$ cat src/rtl/addsub_pkg.sv
`default_nettype none
// ============================================================================
// Module   : addsub_pkg
// Purpose  : Shared types and constants for the nibble-serial add/sub path.
// Revision : 1.0 - initial release
// ============================================================================
package addsub_pkg;

  // Sequencer states; encoding is fixed so it reads the same in waveforms.
  typedef enum logic [1:0] {
    IDLE = 2'd0,
    RUN  = 2'd1,
    DONE = 2'd2
  } state_t;

  localparam int NIBBLE_W = 4;

  // Number of nibble passes needed for an operand of the given width.
  function automatic int nibbles(input int width);
    return width / NIBBLE_W;
  endfunction

endpackage
`default_nettype wire

$ cat src/rtl/fourBitAdder.sv
`default_nettype none
// ============================================================================
// Module   : fourBitAdder
// Purpose  : 4-bit ripple-carry adder, shared across nibble passes.
// Revision : 1.0 - initial release
// ============================================================================
module fourBitAdder (
  input  logic [3:0] A,
  input  logic [3:0] B,
  input  logic       Cin,
  output logic [3:0] S,
  output logic       Cout
);

  logic [4:0] w_carry;

  assign w_carry[0] = Cin;

  // One full-adder cell per bit, carry rippling upward.
  for (genvar i = 0; i < 4; i++) begin : g_fa
    assign S[i]         = A[i] ^ B[i] ^ w_carry[i];
    assign w_carry[i+1] = (A[i] & B[i]) | (w_carry[i] & (A[i] ^ B[i]));
  end

  assign Cout = w_carry[4];

endmodule
`default_nettype wire

$ cat src/rtl/serial_addsub_ctrl.sv
`default_nettype none
// ============================================================================
// Module   : serial_addsub_ctrl
// Purpose  : Multi-cycle add/subtract, one nibble per cycle through a single
//            shared 4-bit adder, with valid/ready handshakes on both sides.
// Revision : 1.0 - initial release
// ============================================================================
module serial_addsub_ctrl #(
  parameter int WIDTH = 32
) (
  input  logic             clk,
  input  logic             rst,
  input  logic             start_valid,
  output logic             start_ready,
  input  logic [WIDTH-1:0] a,
  input  logic [WIDTH-1:0] b,
  input  logic             sub,
  output logic             res_valid,
  input  logic             res_ready,
  output logic [WIDTH-1:0] result,
  output logic             cout,
  output logic             ovf,
  output logic             zero,
  output logic             busy
);

  import addsub_pkg::*;

  localparam int            N    = nibbles(WIDTH);
  localparam int            CW   = (N > 1) ? $clog2(N) : 1;
  localparam logic [CW-1:0] LAST = CW'(N - 1);

  state_t           state_q, state_d;
  logic [CW-1:0]    cnt_q,   cnt_d;
  logic             carry_q, carry_d;
  logic [WIDTH-1:0] a_q,     a_d;
  logic [WIDTH-1:0] b_q,     b_d;     // holds b_eff (already inverted for sub)
  logic [WIDTH-1:0] res_q,   res_d;
  logic             cout_q,  cout_d;
  logic             ovf_q,   ovf_d;
  logic             zero_q,  zero_d;

  logic [NIBBLE_W-1:0] w_nib_a, w_nib_b, w_sum;
  logic                w_cout;
  int                  w_base;

  // Nibble mux feeding the shared adder.
  assign w_base  = int'(cnt_q) * NIBBLE_W;
  assign w_nib_a = a_q[w_base +: NIBBLE_W];
  assign w_nib_b = b_q[w_base +: NIBBLE_W];

  fourBitAdder u_adder (
    .A    (w_nib_a),
    .B    (w_nib_b),
    .Cin  (carry_q),
    .S    (w_sum),
    .Cout (w_cout)
  );

  // State register and datapath registers; reset aborts any operation.
  always_ff @(posedge clk or posedge rst) begin
    if (rst) begin
      state_q <= IDLE;
      cnt_q   <= '0;
      carry_q <= 1'b0;
      a_q     <= '0;
      b_q     <= '0;
      res_q   <= '0;
      cout_q  <= 1'b0;
      ovf_q   <= 1'b0;
      zero_q  <= 1'b0;
    end else begin
      state_q <= state_d;
      cnt_q   <= cnt_d;
      carry_q <= carry_d;
      a_q     <= a_d;
      b_q     <= b_d;
      res_q   <= res_d;
      cout_q  <= cout_d;
      ovf_q   <= ovf_d;
      zero_q  <= zero_d;
    end
  end

  // Next-state, operand latching, result demux and flag capture.
  always_comb begin
    state_d = state_q;
    cnt_d   = cnt_q;
    carry_d = carry_q;
    a_d     = a_q;
    b_d     = b_q;
    res_d   = res_q;
    cout_d  = cout_q;
    ovf_d   = ovf_q;
    zero_d  = zero_q;

    unique case (state_q)
      IDLE: begin
        if (start_valid) begin
          a_d     = a;
          b_d     = sub ? ~b : b;
          carry_d = sub;            // +1 completes the two's-complement of b
          cnt_d   = '0;
          state_d = RUN;
        end
      end
      RUN: begin
        res_d[w_base +: NIBBLE_W] = w_sum;
        carry_d = w_cout;
        cnt_d   = cnt_q + CW'(1);
        if (cnt_q == LAST) begin
          // Flags are captured from the completed result on the final pass,
          // so they stay frozen for the whole DONE phase.
          cnt_d   = '0;
          state_d = DONE;
          cout_d  = w_cout;
          ovf_d   = (a_q[WIDTH-1] == b_q[WIDTH-1]) &&
                    (res_d[WIDTH-1] != a_q[WIDTH-1]);
          zero_d  = ~|res_d;
        end
      end
      DONE: begin
        if (res_ready) state_d = IDLE;
      end
      default: state_d = IDLE;
    endcase
  end

  assign start_ready = (state_q == IDLE);
  assign res_valid   = (state_q == DONE);
  assign busy        = (state_q != IDLE);
  assign result      = res_q;
  assign cout        = cout_q;
  assign ovf         = ovf_q;
  assign zero        = zero_q;

endmodule
`default_nettype wire

$ cat config.mk
export PLATFORM = sky130hd
export DESIGN_NAME = serial_addsub_ctrl
export DESIGN_NICKNAME = d
export VERILOG_FILES = /design/src/rtl/addsub_pkg.sv /design/src/rtl/fourBitAdder.sv /design/src/rtl/serial_addsub_ctrl.sv
export SDC_FILE = /design/constraint.sdc
export NUM_CORES = 1
export LEC_CHECK = 0
export ABC_AREA = 1
export BUFFER_PORTS_ARGS = -buffer_cell sky130_fd_sc_hd__buf_2
export CAP_MARGIN = 20
export CELL_PAD_IN_SITES_DETAIL_PLACEMENT = 2
export CELL_PAD_IN_SITES_GLOBAL_PLACEMENT = 2
export CORE_MARGIN = 2
export CORE_UTILIZATION = 32
export CTS_CLUSTER_SIZE = 40
export DETAILED_ROUTE_END_ITERATION = 8
export PLACE_DENSITY_LB_ADDON = 0.08
export SYNTH_ARGS = -nofsm -noshare
export SYNTH_HDL_FRONTEND = slang
export SYNTH_SLANG_ARGS = --single-unit
$ cat constraint.sdc
create_clock -name clk -period 4.4 [get_ports clk]
set_clock_uncertainty 0.05 [all_clocks]
set_input_delay 1.32 -clock clk [delete_from_list [all_inputs] [get_ports clk]]
set_output_delay 1.32 -clock clk [all_outputs]
set_load 0.03 [all_outputs]
Word level (Yosys, flattened, before mapping)
Cells that the tools add are included.

Register bits: 105. Output and inout port bits: 38. Logic and storage cells: 65. Input bits: 69.

Equal/unequal tests: 8. $add $sub $neg: 2. Reduce and logical (&&, ||, !) cells: 10. Shift-type cells: 4. Bitwise gates (word level): 21. Multiplexer cells: 11.

Operators with widths (number): 32-bit by 6-bit variable part select with 4-bit output (2); 5-bit negator with 33-bit output (1); 4-bit by 33-bit variable shift with 32-bit output (first input constant) (1); 4-bit by 33-bit variable part select with 32-bit output (1); 32-bit bitwise mux (1); 32-bit 2-to-1 mux (1); 32-bit inverter (1); 32-bit OR reduction (1); 1-bit bitwise AND (8); 1-bit bitwise XOR (8); 2-bit 2-to-1 mux (3); 3-bit 2-to-1 mux (2); 2-bit one-hot mux with 3 select lines (1); 3-bit one-hot mux with 2 select lines (1); 2-bit AND reduction (3); 2-bit != test (second input constant) (2); 1-bit bitwise OR (4); 2-bit nonzero test (2); 3-bit by 1-bit adder with 3-bit output (second input constant) (1); 3-bit equality test (second input constant) (1); 3-bit AND reduction (1); 2-bit by 1-bit equality test with 1-bit output (second input constant) (1); 2-bit equality test (second input constant) (1); 2-bit logical NOT (1); 7 further kinds (7).

Longest topological paths before layout
Depth after elaboration: 13. Gate-level depth with buffers: 23. Gate-level depth less buffers: 21.

By module
Synthesis repeated with hierarchy kept, for this count alone.

Cell total of the unflattened synthesis: 719. Area, all modules: 5609.1 um^2.

Modules (own cells, without submodules): serial_addsub_ctrl (area each 5491.5 um^2, instances 1, cells an instance 705, sequential area each 2627.5 um^2); fourBitAdder (area each 117.6 um^2, instances 1, cells an instance 14, sequential area each 0.0 um^2).

Worst setup path after synthesis
OpenSTA, ideal clock, no wires.

Path type: flip-flop to flip-flop. Start: register cnt_q[0]. End: register zero_q (netlist: zero). Library setup time: 0.065 ns. Data required time: 4.285 ns. Setup slack: 0.898 ns. Period minus slack after synthesis: 3.502 ns. Buffers on the path: 3. Stages on the path, launching flop included: 23. Arrival: 3.386 ns. Cell sequence: dfrtp_1 -> buf_6 -> buf_2 -> clkbuf_1 -> o21ai_0 -> o221ai_1 -> nand2_1 -> fa_1 -> inv_1 -> fa_1 -> inv_1 -> fa_1 -> inv_1 -> fa_1 -> nand3_1 -> nand2_1 -> nand2_1 -> nand2_1 -> nor2_1 -> nand3_1 -> nor2_1 -> nand3_1 -> nand2_1.

Cells in the longest elaborated chain, start to end: 13. Elaborated cells between the ends (all ways): 27. Classes of those cells: add/sub (1); eq/ne (1); shift (4); mux (1); bitwise (17); reduce/logical (3).

Ends and longest elaborated chain: start, declared (RTL line serial_addsub_ctrl.sv:34) `logic [CW-1:0] cnt_q, cnt_d;`; start signal, assigned (RTL line serial_addsub_ctrl.sv:74) `cnt_q <= cnt_d;`; 32-bit by 6-bit variable part select with 4-bit output (on tied branches) (RTL line serial_addsub_ctrl.sv:49, serial_addsub_ctrl.sv:50); 1-bit bitwise XOR (RTL line fourBitAdder.sv:21, fourBitAdder.sv:22); 1-bit bitwise AND (RTL line fourBitAdder.sv:22) `assign w_carry[i+1] = (A[i] & B[i]) | (w_carry[i] & (A[i] ^ B[i]));`; 1-bit bitwise OR (RTL line fourBitAdder.sv:22); 1-bit bitwise AND (RTL line fourBitAdder.sv:22); 1-bit bitwise OR (RTL line fourBitAdder.sv:22); 1-bit bitwise AND (RTL line fourBitAdder.sv:22); 1-bit bitwise OR (RTL line fourBitAdder.sv:22); 1-bit bitwise XOR (RTL line fourBitAdder.sv:21) `assign S[i] = A[i] ^ B[i] ^ w_carry[i];`; 4-bit by 33-bit variable part select with 32-bit output (RTL line serial_addsub_ctrl.sv:108) `res_d[w_base +: NIBBLE_W] = w_sum;`; 32-bit bitwise mux (RTL line serial_addsub_ctrl.sv:108); 32-bit OR reduction (RTL line serial_addsub_ctrl.sv:119) `zero_d = ~|res_d;`; 1-bit logical NOT (RTL line serial_addsub_ctrl.sv:119); end signal, assigned (RTL line serial_addsub_ctrl.sv:81) `zero_q <= zero_d;`; end, declared (RTL line serial_addsub_ctrl.sv:41) `logic zero_q, zero_d;`.

Parallel ways exist; a longest one is shown, timed or not. A chain may end at the register's enable or synchronous reset.

Worst setup path after layout
Same ends and word-level chain as after synthesis.

==> reports/qor.yml <==
max-cap-violations: 0
io_pins: 107
fp.dieH_um: 136
hold_buffers: 0
io_buffers: 106
dieArea_um2: 18400
power_density_nw_per_um2: 898
avgRoutedWirePerCell_um: 16.8
h-tree-depth: 3
synthFlopType: "dfrtp_1"
end_kind: "flip-flop"
routed_wirelength_um: 17200
cts_buffer_depth: 2
cts-buffers-inserted: 9
final_common_cell: "nand2_1"
drive_gt1_frac: 0.195
synth_cell_type_count: 34
crit_fanout: 26
synth_largest_area_cell: "dfrtp_1"
synth_top_area_frac: 0.473
start_util: 0.324
rows: 48
drc_errors: 0
maxSlewViolCount: 0
synth_seq_area_share: 0.473
postLayoutCoreUtil: 0.383
antenna_cells: 0
crit_required_ps: 4640
vias_per_cell: 4.94
grt_pass1_vias: 5635
syn_to_final_growth_pct: 18.1
r2r_cells: 20
crit_arrival_ps: 4220
rsz0062_at_grt: "false"
reg2reg_setup_slack_ps: 420
gp_congestion: 0.761
cts-root-buf: "clkbuf_16"
min_period_over_period: 0.905
cts_tree: "built"
path_depth: 20
seq_area_um2: 2630
cp_top_family: "adder cells"
critPathLaunchType: "flip-flop"
synth_async_sr_flop_share: 1.00
min_path_type: "reg2reg"
clock_sinks: 105
synth_edf_count: 0
dr_total_vias: 5064
grt_pass1_wl_um: 29200
hold_viol: 0
layout_common_cells: "nand2_1, buf_2, dfrtp_1, o21ai_0, nor2_1"
antenna_found_initial: 0
core_area_um2: 17100
maxSlewHeadroom: 0.399
yosysWarnings: 0
crit_path_start: "cnt_q[0]"
fin_crit_ps: 3980
ys_top_cells_by_area: "dfrtp_1, nand2_1, o21ai_0"
tightest_slew_ps: 901
clkTransAtPathRegs_ps: 70
r2r-start: "cnt_q[0]"
fillers: 2017
setup_tns_ps: 0
path_class: "reg2reg"
crit_path_max_incr_delay_ps: 590
first_iter_violations: 174
p_leak_nw: 3.23
critPathCapture: "zero"
setup_ws_ps: 420
crit_buf_inv: 4
netlist_instances: 707
max_freq_ghz: 0.251
cts_setup_buffers: 0
nets: 872
crit_slowest_cell: "dfrtp_2"
avgSynthCellArea_um2: 7.85
grt_usage: 0.200
status: "finished, final reports clean"
synth_nets: 784
crit_chain: "inv_4 > o21ai_0 > o22ai_1 > o21ai_0 > fa_1 > inv_1 > fa_1 > inv_1 > fa_1 > inv_1 > fa_1 > nand3_1 > nand2_1 > nand2_1 > nand2_1 > nor2_1 > nand3_1 > nor2_1 > nand3_1 > nand2_1"
cts_resized: 0
first_pass_iters: 4
ys_ff_latch: 105
grt_max_degree: 89
antenna_left: 0
multi_input_area_um2: 2580
insertion_delay_ps: 350
die_x_um: 136
dp.final_hpwl_um: 12900
ir_drop_mv: 0.467
synth_area_um2: 5550
pre_cts_slack_ps: 474
setup_viol: 0
reg2reg_to: "zero"
grt-ovfl-total: 0
[state kept, by name, indices dropped and copies added, names as in the netlist]
signal,cells
result,32
zero,1
cnt_q,3
a_q,32
ovf,1
state_q,2
b_q,32
cout,1
carry_q,1
[synthesized netlist by cell type (all sizes together), types with 2 or more instances]
| cell | instances |
|---|---|
| buf | 10 |
| nand4 | 9 |
| a21oi | 7 |
| xnor2 | 32 |
| o211ai | 5 |
| clkbuf | 27 |
| ha | 4 |
| fa | 4 |
| nor2 | 71 |
| dfrtp | 105 |
| o221ai | 4 |
| a31oi | 8 |
| nand2 | 230 |
| or2 | 2 |
| inv | 47 |
| o22ai | 6 |
| o21ai | 110 |
| nand3 | 20 |
| mux2 | 2 |
[worst min-delay path, cell delays in order (launching register included)]
cell	delay [ps]
dfrtp_1	340
nand2_1	50
o21ai_0	60
[per-stage QoR]
step / hold WS [ps] / instances / area [um2] / total power, mW
after detailed placement: 421 / 1009 / 6280 / 5.16
after CTS: 441 / 1025 / 6560 / 5.99
after global placement: 417 / 1009 / 6280 / 5.04
final: 438 / 1025 / 6560 / 5.89
after floorplan: 394 / 707 / 5550 / 4.02
after global routing: 473 / 1025 / 6560 / 6.47
[cell type report]
type	count	area share
clock buffer	9	0.0343
clock inverter	7	0.00820
inverter	48	0.0286
multi-input combinational	517	0.393
sequential	105	0.401
tap	225	0.0429
timing repair buffer	114	0.0920
[worst min-delay path by stage]
stage	start	to	slack, ps	cells after the start
floorplan	a_q[10]	a_q[10]	390	2
global placement	b_q[24]	b_q[24]	420	2
detailed placement	a_q[11]	a_q[11]	420	2
CTS	a_q[11]	a_q[11]	440	2
global route	b_q[24]	b_q[24]	470	2
finish	b_q[25]	b_q[25]	440	2
[metal layers]
metal / track usage / part of all wire
met5: 0 / 0
met2: 0.362 / 0.52
met1: 0.247 / 0.44
met3: 0.0258 / 0.024
met4: 0.0660 / 0.019
[cells by family after synthesis]
group                    share of synthesized area
multiplexers                               0.00586
buffers and inverters                       0.0627
XOR/XNOR                                    0.0505
AO/OA/AOI/OAI                                0.137
flip-flops                                   0.473
adder cells (fa/ha/maj)                     0.0234
AND/OR/NAND/NOR                              0.247
[power breakdown]
| group | internal, mW | switching [mW] |
|---|---|---|
| clock | 0.390 | 0.393 |
| sequential | 1.41 | 0.342 |
| combinational | 1.02 | 2.34 |
| total | 2.81 | 3.07 |
No activity file was read; power rests on OpenSTA's default activity.
